File: config.mk
export PLATFORM = sky130hd
export DESIGN_NAME = puf_eval_ctrl
export DESIGN_NICKNAME = d
export VERILOG_FILES = /design/src/rtl/puf_eval_ctrl.sv
export SDC_FILE = /design/constraint.sdc
export NUM_CORES = 1
export LEC_CHECK = 0
export ABC_AREA = 1
export CORE_MARGIN = 8
export CORE_UTILIZATION = 30
export CTS_CLUSTER_DIAMETER = 60
export DETAILED_ROUTE_END_ITERATION = 16
export REMOVE_ABC_BUFFERS = 1
export SYNTH_ARGS = -nofsm -noshare
export SYNTH_HDL_FRONTEND = slang
export SYNTH_SLANG_ARGS = --single-unit
File: constraint.sdc
create_clock -name clk -period 1.9 [get_ports clk]
set_clock_uncertainty 0.2 [all_clocks]
set_input_delay 0.57 -clock clk [delete_from_list [all_inputs] [get_ports clk]]
set_output_delay 0.57 -clock clk [all_outputs]
set_load 0.01 [all_outputs]
File: src/rtl/puf_eval_ctrl.sv
// Challenge sequencer for a single-bit arbiter PUF: walks seed+k challenges,
// waits for each to settle, majority-votes N_VOTE samples into resp_data[k].
`timescale 1ns/1ps
module puf_eval_ctrl #(
  parameter int N_CB   = 64,
  parameter int N_RESP = 32,
  parameter int SETTLE = 4,
  parameter int N_VOTE = 5
) (
  input  logic              clk,
  input  logic              rst_n,
  input  logic              start,
  input  logic [N_CB-1:0]   seed,
  output logic              busy,
  output logic [N_CB-1:0]   puf_challenge,
  input  logic              puf_response,
  output logic [N_RESP-1:0] resp_data,
  output logic              resp_valid,
  input  logic              resp_ready,
  output logic [2:0]        dbg_state
);

  // Result handshake: resp_data is offered while resp_valid=1 and is consumed
  // on any rising edge where resp_valid && resp_ready; resp_ready is ignored
  // otherwise, and start is only honoured in IDLE.

  typedef enum logic [2:0] {
    IDLE   = 3'd0,
    APPLY  = 3'd1,
    SAMPLE = 3'd2,
    COMMIT = 3'd3,
    DONE   = 3'd4
  } state_t;

  localparam int K_W = (N_RESP > 1) ? $clog2(N_RESP) : 1;
  localparam int S_W = (SETTLE > 1) ? $clog2(SETTLE) : 1;
  localparam int V_W = $clog2(N_VOTE + 1);

  localparam logic [K_W-1:0] K_LAST = K_W'(N_RESP - 1);
  localparam logic [S_W-1:0] S_LAST = S_W'(SETTLE - 1);
  localparam logic [V_W-1:0] V_LAST = V_W'(N_VOTE - 1);
  localparam logic [V_W-1:0] V_HALF = V_W'(N_VOTE / 2);

  state_t         state;
  state_t         state_nxt;
  logic [K_W-1:0] bit_idx;
  logic [S_W-1:0] settle_cnt;
  logic [V_W-1:0] vote_cnt;
  logic [V_W-1:0] ones_cnt;

  logic load_seed;
  logic settle_inc;
  logic vote_clr;
  logic sample_en;
  logic commit_bit;
  logic step_next;
  logic majority;

  assign majority   = (ones_cnt > V_HALF);
  assign busy       = (state != IDLE);
  assign resp_valid = (state == DONE);
  assign dbg_state  = state;

  always_comb begin
    state_nxt  = state;
    load_seed  = 1'b0;
    settle_inc = 1'b0;
    vote_clr   = 1'b0;
    sample_en  = 1'b0;
    commit_bit = 1'b0;
    step_next  = 1'b0;
    case (state)
      IDLE: begin
        if (start) begin
          load_seed = 1'b1;
          state_nxt = APPLY;
        end
      end
      APPLY: begin
        if (settle_cnt == S_LAST) begin
          vote_clr  = 1'b1;
          state_nxt = SAMPLE;
        end else begin
          settle_inc = 1'b1;
        end
      end
      SAMPLE: begin
        sample_en = 1'b1;
        if (vote_cnt == V_LAST) begin
          state_nxt = COMMIT;
        end
      end
      COMMIT: begin
        commit_bit = 1'b1;
        if (bit_idx == K_LAST) begin
          state_nxt = DONE;
        end else begin
          step_next = 1'b1;
          state_nxt = APPLY;
        end
      end
      DONE: begin
        if (resp_ready) begin
          state_nxt = IDLE;
        end
      end
      default: state_nxt = IDLE;
    endcase
  end

  always_ff @(posedge clk) begin
    if (!rst_n) begin
      state         <= IDLE;
      puf_challenge <= '0;
      resp_data     <= '0;
      bit_idx       <= '0;
      settle_cnt    <= '0;
      vote_cnt      <= '0;
      ones_cnt      <= '0;
    end else begin
      state <= state_nxt;
      if (load_seed) begin
        puf_challenge <= seed;
        resp_data     <= '0;
        bit_idx       <= '0;
        settle_cnt    <= '0;
      end
      if (settle_inc) begin
        settle_cnt <= settle_cnt + S_W'(1);
      end
      if (vote_clr) begin
        vote_cnt <= '0;
        ones_cnt <= '0;
      end
      if (sample_en) begin
        vote_cnt <= vote_cnt + V_W'(1);
        ones_cnt <= ones_cnt + V_W'(puf_response);
      end
      if (commit_bit) begin
        resp_data[bit_idx] <= majority;
      end
      // Challenge wraps naturally modulo 2^N_CB.
      if (step_next) begin
        bit_idx       <= bit_idx + K_W'(1);
        puf_challenge <= puf_challenge + N_CB'(1);
        settle_cnt    <= '0;
      end
    end
  end

endmodule

# Word level (Yosys, flattened, before mapping)
# Cells that the tools add are included.
# word_totals
elab_cells,66
inputBits,69
output_inout_bits,101
regBits,112
# classes
addsub,5
n_eq_ne,11
n_mux,31
n_bitwise,1
reduce_logical,8
magnitude_cmp,3
# op_table
cell,n
2-to-1 mux 64 bit,2
2-to-1 mux 32 bit,3
adder 64 x 1 -> 64 bit (second input constant),1
bitwise mux 32 bit,1
2-to-1 mux 3 bit,8
one-hot mux 3 bit (5 select lines),1
2-to-1 mux 1 bit,11
2-to-1 mux 5 bit,2
equality test 3 x 2 -> 1 bit (second input constant),2
equality test 3 bit (second input constant),2
< comparator 5 x 6 -> 1 bit (second input constant),1
inequality test 2 bit (second input constant),3
nonzero test 2 bit,3
adder 5 x 1 -> 5 bit (second input constant),1
demux 1 bit (select 5 bit),1
equality test 5 bit (second input constant),1
greater-or-equal comparator 5 x 1 -> 1 bit (second input constant),1
2-to-1 mux 2 bit,2
AND reduction 4 bit,1
adder 3 x 1 -> 3 bit,1
adder 3 x 1 -> 3 bit (second input constant),1
equality test 3 x 1 -> 1 bit (second input constant),1
greater-than comparator 3 x 2 -> 1 bit (second input constant),1
zero test 3 bit,1
other kinds (7),7

# Logic depth before layout (Yosys ltp)
# depth
depth_word,6
mapped_depth,13
mapped_depth_nobuf,13

# Worst setup path before layout
# Ideal clock, no wire load.
# synth_path
path_type,reg2reg
from,register bit_idx[0]
to,register puf_challenge[23]
t_arrival_ps,1719
t_required_ps,1591
path_buffers,0
synth_period_minus_slack_ps,2028
stages_incl_launch_ff,13
slack_ps,-128
cell_sequence,dfxtp_1 -> ha_1 -> inv_1 -> nor3_1 -> ha_1 -> nor2_4 -> nand2_1 -> nor2_2 -> nand2_1 -> o211ai_1 -> nand3_1 -> nand2_1 -> inv_1
# synth_between
elab_chain_len,4
# synth_lines
item,line_no,text
from (decl),46,logic [K_W-1:0] bit_idx;
from (signal assigned),144,bit_idx <= bit_idx + K_W'(1);
equality test 5 bit (*),95,if (bit_idx == K_LAST) begin
2-to-1 mux 1 bit (*),95,
2-to-1 mux 1 bit (*),72,case (state)
2-to-1 mux 64 bit or nonzero test 2 bit (tied branches),--,
to (signal assigned),145,puf_challenge <= puf_challenge + N_CB'(1);
to (decl),15,"output logic [N_CB-1:0] puf_challenge,"
# Mark *: on every way between the ends. The rest lies on a longest branch, timed or not.
# A chain may end at the register's enable or synchronous reset.

# Final worst setup path
# layout_path
from,register bit_idx[0]
to,register puf_challenge[32]
# The elaborated chain is that of the path after synthesis.

==> flow_metrics.env <==
export IMPL_start_kind="register"
export IMPL_fillers=2240
export IMPL_fin_cells=1854
export IMPL_required_ns=2.01
export IMPL_final_nets=1609
export IMPL_status="finished, violations left"
export IMPL_slowest_delay_ns=0.36
export IMPL_crit_type="register to register"
export IMPL_crit_fanout=4
export IMPL_synth_compound_area_share_pct=15.6
export IMPL_drtIter0Drc=586
export IMPL_h_tree_depth=3
export IMPL_drc_errors=0
export IMPL_yosys_warnings=0
export IMPL_cts_tree="done"
export IMPL_dp_cells=1788
export IMPL_r2r_end="puf_challenge[32]"
export IMPL_drt_pass1_iter_count=5
export IMPL_synth_simple_area_share_pct=41.0
export IMPL_die_w_um=170
export IMPL_area_growth_pct=71.3
export IMPL_relSlewSlack_pct=78.0
export IMPL_period_share_pct=113
export IMPL_synthAdderAreaFrac_pct=1.92
export IMPL_cts_root_buf="clkbuf_16"
export IMPL_setup_viol=68
export IMPL_rsz0062_at_grt="yes"
export IMPL_async_flop_share_pct=0
export IMPL_clock_fmax_mhz=465
export IMPL_synth_edf_count=0
export IMPL_clkSinkCount=112
export IMPL_clock_latency_ns=0.37
export IMPL_drt_wl_total_um=30800
export IMPL_hold_class="register to register"
export IMPL_reg2reg_slack_ns=-0.25
export IMPL_ys_seq_area_share_pct=31.3
export IMPL_die_area_um2=29100
export IMPL_synth_xor_area_share_pct=0.979
export IMPL_worst_slack_ns=-0.252
export IMPL_min_to="settle_cnt[0]"
export IMPL_clk_pin_slew_ns=0.08
export IMPL_track_usage_pct=20.7
export IMPL_antenna_found_initial=5
export IMPL_crit_family="simple AND/OR/NAND/NOR gates"
export IMPL_dp_hpwl_um=21500
export IMPL_failed_checks="negative setup slack"
export IMPL_std_cell_rows=56
export IMPL_leakage_nw=5.20
export IMPL_cts_made_buffers=9
export IMPL_portBuffers=169
export IMPL_p_per_area_nw_per_um2=499
export IMPL_netlist_area_um2=7160
export IMPL_gp_congestion=0.906
export IMPL_holdWs_ns=0.277
export IMPL_drive_above_1_share_pct=31.8
export IMPL_avgSynthCellArea_um2=6.00
export IMPL_worstMarginPinSlew_ns=0.328
export IMPL_grt_overflow=0
export IMPL_wl_per_cell_um=16.6
export IMPL_holdPathStages=1
export IMPL_r2r_start="bit_idx[0]"
export IMPL_worst_setup_path_end_kind="register"
export IMPL_initial_core_util_pct=30.5
export IMPL_min_from="settle_cnt[0]"
export IMPL_drv_slew=0
export IMPL_min_period_ns=2.15
export IMPL_arrival_ns=2.26
export IMPL_synth_mux_area_share_pct=0
export IMPL_utilization_pct=52.2
export IMPL_synth_flop_cell="dfxtp_1"
export IMPL_antenna_left=0
export IMPL_ys_ff_latch=112
export IMPL_grt_pass1_vias=9053
export IMPL_netlist_instances=1193
export IMPL_grt_max_degree=37
export IMPL_synth_distinct_cells=37
export IMPL_route_vias_total=9205
export IMPL_grt_pass1_wl_um=47800
export IMPL_synth_top_family_by_area="simple AND/OR/NAND/NOR gates"
export IMPL_core_area_um2=23500
export IMPL_path_buf_inv=5
export IMPL_viasPerCell=4.96
export IMPL_crit_slowest_cell="dfxtp_4"
export IMPL_maxCapViolations=0
export IMPL_path_cells="ha_4 -> inv_4 -> nor3_4 -> ha_4 -> nor2_4 -> buf_12 -> buf_12 -> nand3_4 -> buf_6 -> nor3b_4 -> nand2_1 -> o211ai_1 -> nand2_1 -> inv_1"
export IMPL_hold_violations=0
export IMPL_boundaryPins=170
export IMPL_ff2ff_path_depth=14
export IMPL_cts_buffer_depth=2
export IMPL_peakVddDrop_v=0.000424
export IMPL_die_h_um=170
-- layout by cell type (no fill, tap or decap), drive strengths merged --
master | netlist | final
a31oi | 6 | 6
diode | 0 | 1
nor3 | 12 | 12
o221ai | 1 | 1
clkinvlp | 0 | 1
dlygate4sd2 | 0 | 77
nor2 | 227 | 227
nand3 | 73 | 73
a311oi | 24 | 24
dfxtp | 112 | 112
o21ai | 49 | 49
a21boi | 1 | 1
o31ai | 8 | 8
nand4 | 9 | 9
and2 | 2 | 2
nand3b | 4 | 4
o211ai | 15 | 15
clkbuf | 21 | 16
inv | 120 | 122
nor3b | 2 | 2
a211oi | 1 | 1
o21bai | 3 | 3
a21oi | 79 | 79
xnor2 | 2 | 2
a221oi | 1 | 1
clkdlybuf4s15 | 0 | 16
ha | 11 | 11
clkinv | 4 | 7
xor2 | 6 | 6
clkdlybuf4s50 | 0 | 68
nand2 | 381 | 381
buf | 19 | 198
-- state kept, by name, indices dropped and copies added (netlist names) --
name	flops
dbg_state	3
resp_data	32
vote_cnt	3
settle_cnt	2
bit_idx	5
ones_cnt	3
puf_challenge	64
-- per-layer routing --
layer | vias to the layer above | routed length, µm | track usage (%) | part of all wire, %
met2 | 355 | 14400 | 34.3 | 47
met4 | 10 | 1190 | 8.77 | 3.9
li1 | 4542 | - | - | -
met3 | 74 | 2480 | 5.51 | 8.0
met5 | - | 63 | 0 | 0.20
met1 | 4224 | 12700 | 24.9 | 41
-- layout make-up --
type                            instances  area, µm²  area share, %
Clock buffer                           10        229           1.87
Tap cell                              319        399           3.26
Multi-Input combinational cell        917       5170           42.2
Inverter                              124        490           4.00
Timing Repair Buffer                  365       3580           29.2
Antenna cell                            1       2.50         0.0204
Sequential cell                       112       2330           19.0
Clock inverter                          6       52.6          0.429
-- synthesized netlist by cell type (8+ instances only) --
cell type | instances | area [µm²]
o211ai_1 | 15 | 113
nor3_1 | 12 | 60.1
o21ai_0 | 48 | 240
clkbuf_1 | 21 | 78.8
a311oi_1 | 24 | 210
nor2_1 | 212 | 796
nand2_1 | 370 | 1390
ha_1 | 11 | 138
nor2_2 | 10 | 62.6
dfxtp_1 | 112 | 2240
inv_1 | 116 | 435
nand2_2 | 11 | 68.8
nand3_1 | 69 | 345
nand4_1 | 9 | 56.3
buf_2 | 16 | 80.1
o31ai_1 | 8 | 60.1
a21oi_1 | 78 | 390
-- cell families (layout without fill, tap and decap cells) --
kind of cell	count (synthesis)	count (layout)
other cells	0	1
xor+xnor	8	8
simple gates	710	710
buf+inv	164	505
flops	112	112
compound gates	188	188
fa+ha+maj	11	11
-- report_power, final --
part           leakage, nW  internal, mW  switching [mW]
combinational         4.12         0.789           0.766
clock                0.137         0.918            1.01
sequential           0.937          2.47           0.169
-- metrics by stage --
stage                     area [µm²]  setup TNS (ns)  setup WS [ns]  total power, mW
after floorplan                 6970          -75.78          -1.25             3.10
after global placement         10300          -22.43         -0.307             3.86
after detailed placement       10300          -25.75         -0.318             3.87
after CTS                      11900          -10.52         -0.249             6.09
after global routing           12300          -15.71         -0.345             6.40
final                          12300          -10.05         -0.252             6.12
-- worst max path at each step --
stage | start | endpoint | slack, ns | cells after the start
2_1_floorplan | bit_idx[0] | puf_challenge[19] | -1.25 | 11
3_3_place_gp | bit_idx[0] | puf_challenge[11] | -0.31 | 13
3_5_place_dp | bit_idx[0] | bit_idx[2] | -0.32 | 12
4_1_cts | bit_idx[0] | puf_challenge[32] | -0.25 | 14
5_1_grt | bit_idx[0] | puf_challenge[32] | -0.35 | 14
6_report | bit_idx[0] | puf_challenge[32] | -0.25 | 14
-- what timing repair did --
action,in CTS,in global routing
hold endpoints to repair,0,0
gates cloned,15,0
pin swaps,70,79
endpoints found under the setup margin,169,99
resized for setup,385,156
hold buffers,0,0
buffers inserted,31,17
Note: power is estimated with default switching activity, not from simulation.
